### src/rtl/otbn_start_stop_seq_pkg.sv
`default_nettype none
// ============================================================================
// Module : otbn_start_stop_seq_pkg
// Brief  : Shared types and constants for the OTBN start/stop sequencer.
// Rev    : 1.0  initial release
// ============================================================================
package otbn_start_stop_seq_pkg;

    localparam int c_NWDR   = 32;
    localparam int c_WDR_AW = 5;

    typedef enum logic [2:0] {
        SEQ_HALT         = 3'd0,
        SEQ_URND_REFRESH = 3'd1,
        SEQ_RUNNING      = 3'd2,
        SEQ_WIPE         = 3'd3,
        SEQ_LOCKED       = 3'd4
    } otbn_seq_state_e;

endpackage
`default_nettype wire

### src/rtl/otbn_start_stop_seq_if.sv
`default_nettype none
// ============================================================================
// Module : otbn_start_stop_seq_if
// Brief  : Command, URND, core and wipe signals around the start/stop sequencer.
// Rev    : 1.0  initial release
// ============================================================================
interface otbn_start_stop_seq_if;

    logic                                          start_i;
    logic                                          fatal_err_i;
    logic                                          urnd_reseed_req_o;
    logic                                          urnd_reseed_ack_i;
    logic                                          core_start_o;
    logic                                          core_done_i;
    logic                                          wipe_we_o;
    logic [otbn_start_stop_seq_pkg::c_WDR_AW-1:0]  wipe_addr_o;
    logic                                          wipe_ispr_clr_o;
    logic                                          idle_o;
    logic                                          busy_o;
    logic                                          done_o;
    logic                                          locked_o;
    logic                                          reseed_timeout_o;

    // master: the sequencer itself; slave: host command logic, URND and core
    modport master (
        input  start_i, fatal_err_i, urnd_reseed_ack_i, core_done_i,
        output urnd_reseed_req_o, core_start_o, wipe_we_o, wipe_addr_o,
               wipe_ispr_clr_o, idle_o, busy_o, done_o, locked_o, reseed_timeout_o
    );

    modport slave (
        output start_i, fatal_err_i, urnd_reseed_ack_i, core_done_i,
        input  urnd_reseed_req_o, core_start_o, wipe_we_o, wipe_addr_o,
               wipe_ispr_clr_o, idle_o, busy_o, done_o, locked_o, reseed_timeout_o
    );

endinterface
`default_nettype wire

### src/rtl/otbn_start_stop_seq.sv
`default_nettype none
// ============================================================================
// Module : otbn_start_stop_seq
// Brief  : Sequences one OTBN run: URND reseed, core start, run, wipe, halt/lock.
// Rev    : 1.0  initial release
// ============================================================================
module otbn_start_stop_seq
    import otbn_start_stop_seq_pkg::*;
#(
    parameter int NUM_WIPE       = c_NWDR,
    parameter int RESEED_TIMEOUT = 1024
) (
    input  wire logic                  clk_i,
    input  wire logic                  rst_ni,
    otbn_start_stop_seq_if.master      bus
);

    localparam int c_TMO_W = (RESEED_TIMEOUT > 0) ? $clog2(RESEED_TIMEOUT + 1) : 1;
    localparam logic [c_WDR_AW-1:0] c_WIPE_LAST = c_WDR_AW'(NUM_WIPE - 1);

    otbn_seq_state_e      r_state;
    logic [c_WDR_AW-1:0]  r_wipe_cnt;
    logic [c_TMO_W-1:0]   r_tmo_cnt;
    logic                 r_lock;
    logic                 r_timeout;
    logic                 r_core_start;
    logic                 w_tmo_expired;
    logic                 w_wipe_last;

    generate
        if (RESEED_TIMEOUT > 0) begin : g_tmo_on
            assign w_tmo_expired = (r_tmo_cnt == c_TMO_W'(RESEED_TIMEOUT - 1));
        end else begin : g_tmo_off
            assign w_tmo_expired = 1'b0;
        end
    endgenerate

    assign w_wipe_last = (r_wipe_cnt == c_WIPE_LAST);

    always_ff @(posedge clk_i) begin
        if (!rst_ni) begin
            r_state      <= SEQ_HALT;
            r_wipe_cnt   <= '0;
            r_tmo_cnt    <= '0;
            r_lock       <= 1'b0;
            r_timeout    <= 1'b0;
            r_core_start <= 1'b0;
        end else begin
            r_core_start <= 1'b0;
            case (r_state)
                SEQ_HALT: begin
                    if (bus.fatal_err_i) begin
                        r_state <= SEQ_WIPE;
                        r_lock  <= 1'b1;
                    end else if (bus.start_i) begin
                        r_state   <= SEQ_URND_REFRESH;
                        r_tmo_cnt <= '0;
                    end
                end
                SEQ_URND_REFRESH: begin
                    // fatal beats ack, and ack beats a timeout expiring this cycle
                    if (bus.fatal_err_i) begin
                        r_state <= SEQ_WIPE;
                        r_lock  <= 1'b1;
                    end else if (bus.urnd_reseed_ack_i) begin
                        r_state      <= SEQ_RUNNING;
                        r_core_start <= 1'b1;
                    end else if (w_tmo_expired) begin
                        r_state   <= SEQ_WIPE;
                        r_lock    <= 1'b1;
                        r_timeout <= 1'b1;
                    end else begin
                        r_tmo_cnt <= r_tmo_cnt + c_TMO_W'(1);
                    end
                end
                SEQ_RUNNING: begin
                    if (bus.fatal_err_i) begin
                        r_state <= SEQ_WIPE;
                        r_lock  <= 1'b1;
                    end else if (bus.core_done_i) begin
                        r_state <= SEQ_WIPE;
                    end
                end
                SEQ_WIPE: begin
                    if (bus.fatal_err_i) begin
                        r_lock <= 1'b1;
                    end
                    if (w_wipe_last) begin
                        r_wipe_cnt <= '0;
                        r_state    <= (r_lock || bus.fatal_err_i) ? SEQ_LOCKED : SEQ_HALT;
                    end else begin
                        r_wipe_cnt <= r_wipe_cnt + c_WDR_AW'(1);
                    end
                end
                SEQ_LOCKED: begin
                    r_state <= SEQ_LOCKED;
                end
                default: begin
                    r_state <= SEQ_LOCKED;
                end
            endcase
        end
    end

    assign bus.urnd_reseed_req_o = (r_state == SEQ_URND_REFRESH);
    assign bus.core_start_o      = r_core_start;
    assign bus.wipe_we_o         = (r_state == SEQ_WIPE);
    assign bus.wipe_addr_o       = (r_state == SEQ_WIPE) ? r_wipe_cnt : '0;
    assign bus.wipe_ispr_clr_o   = (r_state == SEQ_WIPE) && (r_wipe_cnt == '0);
    assign bus.idle_o            = (r_state == SEQ_HALT);
    assign bus.busy_o            = (r_state == SEQ_URND_REFRESH) || (r_state == SEQ_RUNNING) ||
                                   (r_state == SEQ_WIPE);
    assign bus.done_o            = (r_state == SEQ_WIPE) && w_wipe_last && !r_lock;
    assign bus.locked_o          = (r_state == SEQ_LOCKED);
    assign bus.reseed_timeout_o  = r_timeout;

endmodule
`default_nettype wire

### src/flat_wrapper.sv
// flat-port wrapper written by rule: the top's interface ports become plain ports
module otbn_start_stop_seq_flat import otbn_start_stop_seq_pkg::*;
#(
    parameter int NUM_WIPE       = c_NWDR,
    parameter int RESEED_TIMEOUT = 1024
)
  (clk_i, rst_ni, bus_start_i, bus_fatal_err_i, bus_urnd_reseed_ack_i, bus_core_done_i, bus_urnd_reseed_req_o, bus_core_start_o, bus_wipe_we_o, bus_wipe_addr_o, bus_wipe_ispr_clr_o, bus_idle_o, bus_busy_o, bus_done_o, bus_locked_o, bus_reseed_timeout_o);
  otbn_start_stop_seq_if bus_i ();
  input  wire logic clk_i;
  input  wire logic rst_ni;
  input wire logic [$bits(bus_i.start_i)-1:0] bus_start_i;
  input wire logic [$bits(bus_i.fatal_err_i)-1:0] bus_fatal_err_i;
  input wire logic [$bits(bus_i.urnd_reseed_ack_i)-1:0] bus_urnd_reseed_ack_i;
  input wire logic [$bits(bus_i.core_done_i)-1:0] bus_core_done_i;
  output wire logic [$bits(bus_i.urnd_reseed_req_o)-1:0] bus_urnd_reseed_req_o;
  output wire logic [$bits(bus_i.core_start_o)-1:0] bus_core_start_o;
  output wire logic [$bits(bus_i.wipe_we_o)-1:0] bus_wipe_we_o;
  output wire logic [$bits(bus_i.wipe_addr_o)-1:0] bus_wipe_addr_o;
  output wire logic [$bits(bus_i.wipe_ispr_clr_o)-1:0] bus_wipe_ispr_clr_o;
  output wire logic [$bits(bus_i.idle_o)-1:0] bus_idle_o;
  output wire logic [$bits(bus_i.busy_o)-1:0] bus_busy_o;
  output wire logic [$bits(bus_i.done_o)-1:0] bus_done_o;
  output wire logic [$bits(bus_i.locked_o)-1:0] bus_locked_o;
  output wire logic [$bits(bus_i.reseed_timeout_o)-1:0] bus_reseed_timeout_o;
  assign bus_i.start_i = bus_start_i;
  assign bus_i.fatal_err_i = bus_fatal_err_i;
  assign bus_i.urnd_reseed_ack_i = bus_urnd_reseed_ack_i;
  assign bus_i.core_done_i = bus_core_done_i;
  assign bus_urnd_reseed_req_o = bus_i.urnd_reseed_req_o;
  assign bus_core_start_o = bus_i.core_start_o;
  assign bus_wipe_we_o = bus_i.wipe_we_o;
  assign bus_wipe_addr_o = bus_i.wipe_addr_o;
  assign bus_wipe_ispr_clr_o = bus_i.wipe_ispr_clr_o;
  assign bus_idle_o = bus_i.idle_o;
  assign bus_busy_o = bus_i.busy_o;
  assign bus_done_o = bus_i.done_o;
  assign bus_locked_o = bus_i.locked_o;
  assign bus_reseed_timeout_o = bus_i.reseed_timeout_o;
  otbn_start_stop_seq #(.NUM_WIPE(NUM_WIPE), .RESEED_TIMEOUT(RESEED_TIMEOUT)) u_core (.clk_i(clk_i), .rst_ni(rst_ni), .bus(bus_i));
endmodule
### config.mk
export PLATFORM = sky130hd
export DESIGN_NAME = otbn_start_stop_seq_flat
export DESIGN_NICKNAME = d
export VERILOG_FILES = /design/src/rtl/otbn_start_stop_seq_pkg.sv /design/src/rtl/otbn_start_stop_seq_if.sv /design/src/rtl/otbn_start_stop_seq.sv /design/src/flat_wrapper.sv
export SDC_FILE = /design/constraint.sdc
export NUM_CORES = 1
export LEC_CHECK = 0
export ABC_AREA = 1
export BUFFER_PORTS_ARGS = -buffer_cell sky130_fd_sc_hd__buf_2
export CAP_MARGIN = 0
export CORE_MARGIN = 3
export CORE_UTILIZATION = 56
export DETAILED_ROUTE_END_ITERATION = 12
export PLACE_DENSITY_LB_ADDON = 0.1
export SETUP_SLACK_MARGIN = 0.5
export SYNTH_ARGS = -nofsm -noshare
export SYNTH_HDL_FRONTEND = slang
export SYNTH_SLANG_ARGS = --single-unit
### constraint.sdc
create_clock -name clk_i -period 2 [get_ports clk_i]
set_clock_uncertainty 0.1 [all_clocks]
set_input_delay 0.4 -clock clk_i [delete_from_list [all_inputs] [get_ports clk_i]]
set_output_delay 0.4 -clock clk_i [all_outputs]
set_load 0.02 [all_outputs]
==> flow_summary.ini, run 1 <==
[die]
rows = 17
die_x_um = 55.5
ios = 20
start_util_pct = 60.3
die-height_um = 55.5

[synth]
synth_fp_nets = 234
yosys_warnings = 0
synth.avg_cell_area_um2 = 6.12
syn_inst = 224
ys_seq_elements = 22
seq_area_frac_synth_pct = 32.1
synth_area_mm2 = 0.00137
synth.distinct_cells = 23

[outcome]
stop_stage = global routing (5_1_grt)
tool.error = [ERROR DPL-0038] Utilization greater than 100%, impossible to legalize
outcome = aborted with a tool error

[placement]
post_dp_cell_area_mm2 = 0.00154
place.gp.congestion = 0.881
port_buffers = 19
place_ws_ns = 0.197
hpwl_um = 2350

[clocking]
clockRootBuffer = clkbuf_4
cts.sinks = 22
clock_path_buffers = 2
cts_made_buffers = 3
postCtsHoldBufs = 0
ctsHtreeMaxLevel = 1

[sta]
worst_endpoint = bus_done_o
worst_endpoint_kind = top-level output

[grt]
grt_max_degree = 15
through the flow:
step,cells,setup TNS [ns],hold WS (ns)
2_1_floorplan,224,0,0.335
3_3_place_gp,269,0,0.355
3_5_place_dp,269,0,0.356
4_1_cts,289,-0.0542,0.230
cell usage after synthesis (all sizes together):
library cell	n	area (um2)
a211oi	1	7.51
a21oi	11	55.1
a31oi	1	6.26
buf	5	40.0
clkinv	1	3.75
dfxtp	22	440
ha	4	50.1
inv	35	131
nand2	50	195
nand3	29	145
nand3b	1	7.51
nor2	43	176
nor3	8	40.0
nor4	1	6.26
o21ai	9	45.0
or2	2	12.5
xor2	1	8.76
logic make-up after synthesis:
group	after synthesis	share of synthesized area, %
AO/OA/AOI/OAI	22	8.30
XOR/XNOR	1	0.639
adder cells (fa/ha/maj)	4	3.65
buffers and inverters	41	12.8
flip-flops	22	32.1
AND/OR/NAND/NOR	134	42.5
timing repair:
action	in CTS
cloned	2
gates resized for setup	72
endpoints found under the hold margin	0
setup buffers	15
pin swaps	22
setup endpoints to repair	26
==> run 2: changes to the inputs <==
Settings changed: CORE_AREA from default to 3 3 64 66, CORE_MARGIN 3 to default, CORE_UTILIZATION 56 to default, DIE_AREA from default to 0 0 67 69, PLACE_DENSITY_LB_ADDON 0.1 to 0.15, SETUP_SLACK_MARGIN 0.5 to default.
==> run 2 against run 1 <==
Compared with the run above:
- the flow now finishes, with violations (negative setup slack)
- synthesized area stayed put
- synthesized cell count stayed put
==> flow_summary.ini, run 2 <==
[hold_path]
hold_class = in -> reg
holdCritStartpoint = bus_fatal_err_i
worstHoldEndpoint = u_core.bus.core_start_o$_SDFF_PP0_
hold_depth = 2

[sta]
setup_viol = 1
min_period_ns = 2.02
fmax_mhz = 494
setup_slack_ns = -0.0233
tightest_slew_ns = 0.271
hold_viol_final = 0
relSlewSlack_pct = 81.8
slew_violations = 0
period_share_pct = 101
grt_setup_unrepaired = yes
tns_ns = -0.0233

[clocking]
cts_tree = done
clock_path_buffers = 2
postCtsHoldBufs = 0
cts.sinks = 22
clockRootBuffer = clkbuf_8
path_clk_slew_ns = 0.09
cts_made_buffers = 3
clk-insertion-delay-late_ns = 0.27
ctsHtreeMaxLevel = 1

[setup_path]
crit_path_frequent_cell = inv_2
critPathCaptureType = output port
path_cells = ha_4, inv_2, nor3_4, ha_2, inv_2, nor2_4, inv_2, nor2_1, buf_4
cp_max_fo = 2
startpoint_type = flip-flop
path_buf_inv = 4
worstPathRequired_ns = 1.50
slowest_stage = dfxtp_2
worst-r2r-setup-slack_ns = 0.27
rr_endpoint = u_core.r_tmo_cnt[6]$_SDFFE_PN0P_
reg2reg_from = u_core.r_tmo_cnt[0]$_SDFFE_PN0P_
path_class = reg -> out
crit_arrival_ns = 1.52
reg2regPathDepth = 11
cpPeakStageDelay_ns = 0.36
path_delay_family = flip-flops

[placement]
dp_cells = 292
hpwl_um = 2460
place.gp.congestion = 0.809
port_buffers = 19

[route]
drt-total-wl_um = 3320
wl_per_cell_um = 11.1
final_antenna_net_count = 0
drt_iter0_drc = 120
drc = 0
via_per_inst = 4.79
route.vias.total = 1426
dr.pass1.iters = 5

[finish]
top_regs = u_core.r_tmo_cnt: 11 flops, u_core.r_wipe_cnt: 5 flops, u_core.r_state: 3 flops
layout_commonest_cell = nand2_1
multi_input_area_um2 = 795
register_area_um2 = 447
fillers = 416
drive_above_1_share_pct = 22.4
largest_reg_flops = 11
top_register = u_core.r_tmo_cnt
layout.cells.non_filler = 298
final_cell_mix = nand2_1 (47), nor2_1 (38), inv_1 (29), nand3_1 (28), buf_2 (18)
area_delta_synth_final_pct = 21.4
antenna_cells = 0
final_nets = 261

[power_and_ir_drop]
irDropWorstVdd_uv = 262
power.density_mw_per_mm2 = 823
p_leak_nw = 0.774
total_power_w = 0.00137

[run]
maxCapViolCount = 0

[die]
ios = 20
die-height_um = 69
rows = 22
core_mm2 = 0.00363
start_util_pct = 37.7
die_x_um = 67
die_area_mm2 = 0.00462

[synth]
synth_fp_nets = 234
netlist.area_leader.share_pct = 32.1
ys_seq_elements = 22
synthMostInstantiatedCell = nand2_1
synth-async-reset-ratio_pct = 0
synth_ff_type = dfxtp_1
syn_inst = 224
seq_area_frac_synth_pct = 32.1
synth_common_cells = nand2_1 (47), nor2_1 (39), inv_1 (32)
yosys-top-cells-area = dfxtp_1 (32%), nand2_1 (13%), nor2_1 (11%)
synth.avg_cell_area_um2 = 6.12
yosys_warnings = 0
yosys.area.top_type = dfxtp_1
synth-edff-count = 0
synth_area_mm2 = 0.00137
synth.distinct_cells = 23

[grt]
grt_pass1_vias = 1312
grt_max_degree = 14
grt_pass1_wl_um = 5930
antenna_found_initial = 0
track_usage_pct = 15.6
grt_overflow = 0

[outcome]
outcome = finished with violations
violations = negative setup slack
==> run 2: logic make-up after synthesis <==
group | after synthesis | share of synthesized area, %
DFF | 22 | 32.1
xor gates and xnor gates | 1 | 0.639
AOI/OAI and AO/OA | 22 | 8.30
adders and majority gates | 4 | 3.65
and+or+nand+nor | 134 | 42.5
buffers and inverters | 41 | 12.8
==> run 2: through the flow <==
step           instance area, um2  hold slack [ns]  util (%)  worst slack [ns]
4_1_cts                      1640            0.275      45.1           -0.0126
3_3_place_gp                 1530            0.360      42.1             0.187
3_5_place_dp                 1530            0.364      42.1             0.134
5_1_grt                      1670            0.290      45.8            -0.117
6_report                     1670            0.279      45.8           -0.0233
2_1_floorplan                1370            0.335         -             0.154
==> run 2: power breakdown <==
group,switching (W),total (W),internal (W)
logic,0.000266,0.000415,0.000148
registers,0.0000440,0.000530,0.000486
clock network,0.000158,0.000426,0.000268
total,0.000468,0.00137,0.000902
==> run 2: routing by layer <==
metal	track usage, %	part of all wire (%)
met4	3.38	1.1
met2	23.9	44
met5	0	0
met3	1.95	6.8
met1	23.1	48
==> run 2: worst reg2reg max path, stage by stage (launching register included) <==
cell     delay, ns
dfxtp_1       0.37
ha_1          0.19
nand2_1       0.08
nor2_1        0.15
nand3_1       0.17
nand2_1       0.12
nand2_2       0.06
buf_4         0.17
nand3_1       0.08
nand2_1       0.05
inv_1         0.06
nor2_2        0.03
==> run 2: what timing repair did <==
item | in CTS | in global routing
setup endpoints to repair | 1 | 4
pin swaps | 1 | 1
buffers inserted | 1 | 1
gates resized for setup | 11 | 6
==> run 2: cell type report <==
class	instances	area share [%]
clock buffers	3	2.48
clock inverters	1	1.80
inverters	36	8.11
multi-input cells	161	47.7
flip-flops and latches	22	26.8
well taps	48	3.61
repair buffers	27	9.47
==> run 2: worst max-delay path by stage <==
stage / startpoint / end / slack (ns) / cells past startpoint
after floorplan: u_core.r_wipe_cnt[0]$_SDFFE_PN0N_ / bus_done_o / 0.15 / 8
after global placement: u_core.r_wipe_cnt[0]$_SDFFE_PN0N_ / bus_done_o / 0.19 / 9
after detailed placement: u_core.r_wipe_cnt[0]$_SDFFE_PN0N_ / bus_done_o / 0.13 / 9
after CTS: u_core.r_wipe_cnt[0]$_SDFFE_PN0N_ / bus_done_o / -0.01 / 9
after global routing: u_core.r_wipe_cnt[0]$_SDFFE_PN0N_ / bus_done_o / -0.12 / 9
final: u_core.r_wipe_cnt[0]$_SDFFE_PN0N_ / bus_done_o / -0.02 / 9
Power figures use the tool's default switching activity.
==> run 3: changes to the inputs <==
Settings changed: GPL_TIMING_DRIVEN from default to 0.
==> run 3 against run 2 <==
Compared with the run above:
- the flow still finishes with violations (negative setup slack)
- final area is essentially flat
- maximum frequency shrank 1.7%
- core utilization hardly changed
- first-iteration DRC count shrank 43%
- sequential share of layout area shrank 0.17 points
- via count down 2.9%
- power up 0.40%
- sequential power is essentially flat
- critical path type unchanged
- critical endpoint unchanged
- largest cell class unchanged
- highest routed layer unchanged
==> flow_summary.ini, run 3 (same netlist as run 2, synthesis figures left out) <==
[outcome]
outcome = finished with violations
violations = negative setup slack

[finish]
drive_above_1_share_pct = 22.0
final_nets = 261
final_area_mm2 = 0.00167
antenna_cells = 0
largest_reg_flops = 11
top_regs = u_core.r_tmo_cnt: 11 flops, u_core.r_wipe_cnt: 5 flops, u_core.r_state: 3 flops
layout_commonest_cell = nand2_1
top_register = u_core.r_tmo_cnt
final_core_util_pct = 45.9
area_delta_synth_final_pct = 21.5
layout.cells.non_filler = 298
final_cell_mix = nand2_1 (47), nor2_1 (37), inv_1 (29), nand3_1 (28), dfxtp_1 (19)

[power_and_ir_drop]
switchingPower_w = 0.000466
power_frac_comb_pct = 30.8
swShare_pct = 33.8
power.density_mw_per_mm2 = 826
seq_power_share_pct = 38.5
internal_power_w = 0.000910
pwr-share-clk_pct = 30.7
p_leak_nw = 0.763
irDropWorstVdd_uv = 296

[grt]
track_usage_pct = 15.2
grt_pass1_vias = 1294
antenna_found_initial = 0
grt_max_degree = 14
grt_overflow = 0
grt_pass1_wl_um = 5730

[clocking]
ctsHtreeMaxLevel = 1
cts_made_buffers = 3
clockRootBuffer = clkbuf_8
clock_path_buffers = 2
path_clk_slew_ns = 0.09
clk-insertion-delay-late_ns = 0.26
cts.sinks = 22
postCtsHoldBufs = 0
cts_tree = done

[die]
rows = 22
core_mm2 = 0.00363
ios = 20
die_area_mm2 = 0.00462
start_util_pct = 37.7
die_x_um = 67
die-height_um = 69

[sta]
slew_violations = 0
tns_ns = -0.0593
relSlewSlack_pct = 80.0
grt_setup_unrepaired = yes
period_share_pct = 103
min_period_ns = 2.06
hold_viol_final = 0
fmax_mhz = 486
fin_hold_ws_ns = 0.294
setup_slack_ns = -0.0593
setup_viol = 1
tightest_slew_ns = 0.299

[setup_path]
worstPathRequired_ns = 1.50
slowest_stage = dfxtp_2
path_cells = ha_4, inv_2, nor3_2, ha_2, inv_2, nor2_2, inv_1, nor2_1, buf_4
critPathCaptureType = output port
cpPeakStageDelay_ns = 0.37
path_class = reg -> out
crit_path_frequent_cell = inv_2
crit_arrival_ns = 1.56
startpoint_type = flip-flop
cp_max_fo = 2

[route]
final_antenna_net_count = 0
dr.pass1.iters = 4
wl_per_cell_um = 10.6
drt-total-wl_um = 3170
via_per_inst = 4.64
drc = 0
drt_iter0_drc = 69
route.vias.total = 1384

[placement]
place.gp.congestion = 0.833
port_buffers = 19
dp_cells = 291
post_dp_cell_area_mm2 = 0.00153
hpwl_um = 2370

[run]
maxCapViolCount = 0

[hold_path]
hold_class = in -> reg
## run 3: changes by cell type in the layout (fill, tap and decap cells not counted), sizes merged
| cell | before | now |
|---|---|---|
| buf | 27 | 26 |
| clkbuf | 3 | 4 |
## run 3: power groups by stage
stage          clock (W)  sequential [W]  combinational, W
6_report        0.000423        0.000530          0.000423
2_1_floorplan          0        0.000526          0.000323
4_1_cts         0.000434        0.000524          0.000416
3_3_place_gp           0        0.000535          0.000409
3_5_place_dp           0        0.000534          0.000410
5_1_grt         0.000447        0.000538          0.000498
## run 3: repair_timing
action                                  CTS  global route
buffers inserted                          2             1
pin swaps                                 1             1
resized for setup                         5            12
hold endpoints to repair                  0             0
endpoints found under the setup margin    1             7
## run 3: final timing paths
path | from | to | slack [ns] | cells after the start
worst max-delay path | u_core.r_wipe_cnt[0]$_SDFFE_PN0N_ | bus_done_o | -0.06 | 9
worst min-delay path | bus_fatal_err_i | u_core.bus.core_start_o$_SDFF_PP0_ | 0.29 | 2
worst min register to register | u_core.r_wipe_cnt[2]$_SDFFE_PN0N_ | u_core.r_wipe_cnt[2]$_SDFFE_PN0N_ | 0.35 | 1
worst max register to register | u_core.r_tmo_cnt[0]$_SDFFE_PN0P_ | u_core.r_state[0]$_SDFFE_PN0P_ | 0.25 | 8
## run 3: metal layers
layer / vias to the layer above / wire length (um) / track usage [%]
li1: 759 / - / -
met5: - / 0 / 0
met4: 0 / 40 / 4.50
met3: 4 / 106 / 2.44
met1: 599 / 1670 / 21.8
met2: 22 / 1350 / 23.0
## run 3: metrics by stage
step	worst slack (ns)	total power [W]
final	-0.0593	0.00138
after global routing	-0.161	0.00148
after CTS	-0.0846	0.00137
after detailed placement	0.0425	0.000944
after global placement	0.0261	0.000944
after floorplan	0.154	0.000848
## run 3: cell type report
| type | count | area [um2] |
|---|---|---|
| clock inverter | 1 | 30.0 |
| inverter | 36 | 135 |
| clock buffer | 3 | 41.3 |
| fill | 430 | 1970 |
| timing repair buffer | 22 | 123 |
| sequential | 22 | 444 |
| multi-input combinational | 161 | 791 |
| buffer | 5 | 42.5 |
| tap | 48 | 60.1 |
## run 3: critical path: cells and delay by family, from the launching register on
| kind | cells | cell delay, ns |
|---|---|---|
| flops | 1 | 0.37 |
| fa+ha+maj | 2 | 0.33 |
| buf+inv | 4 | 0.29 |
| simple gates | 3 | 0.29 |
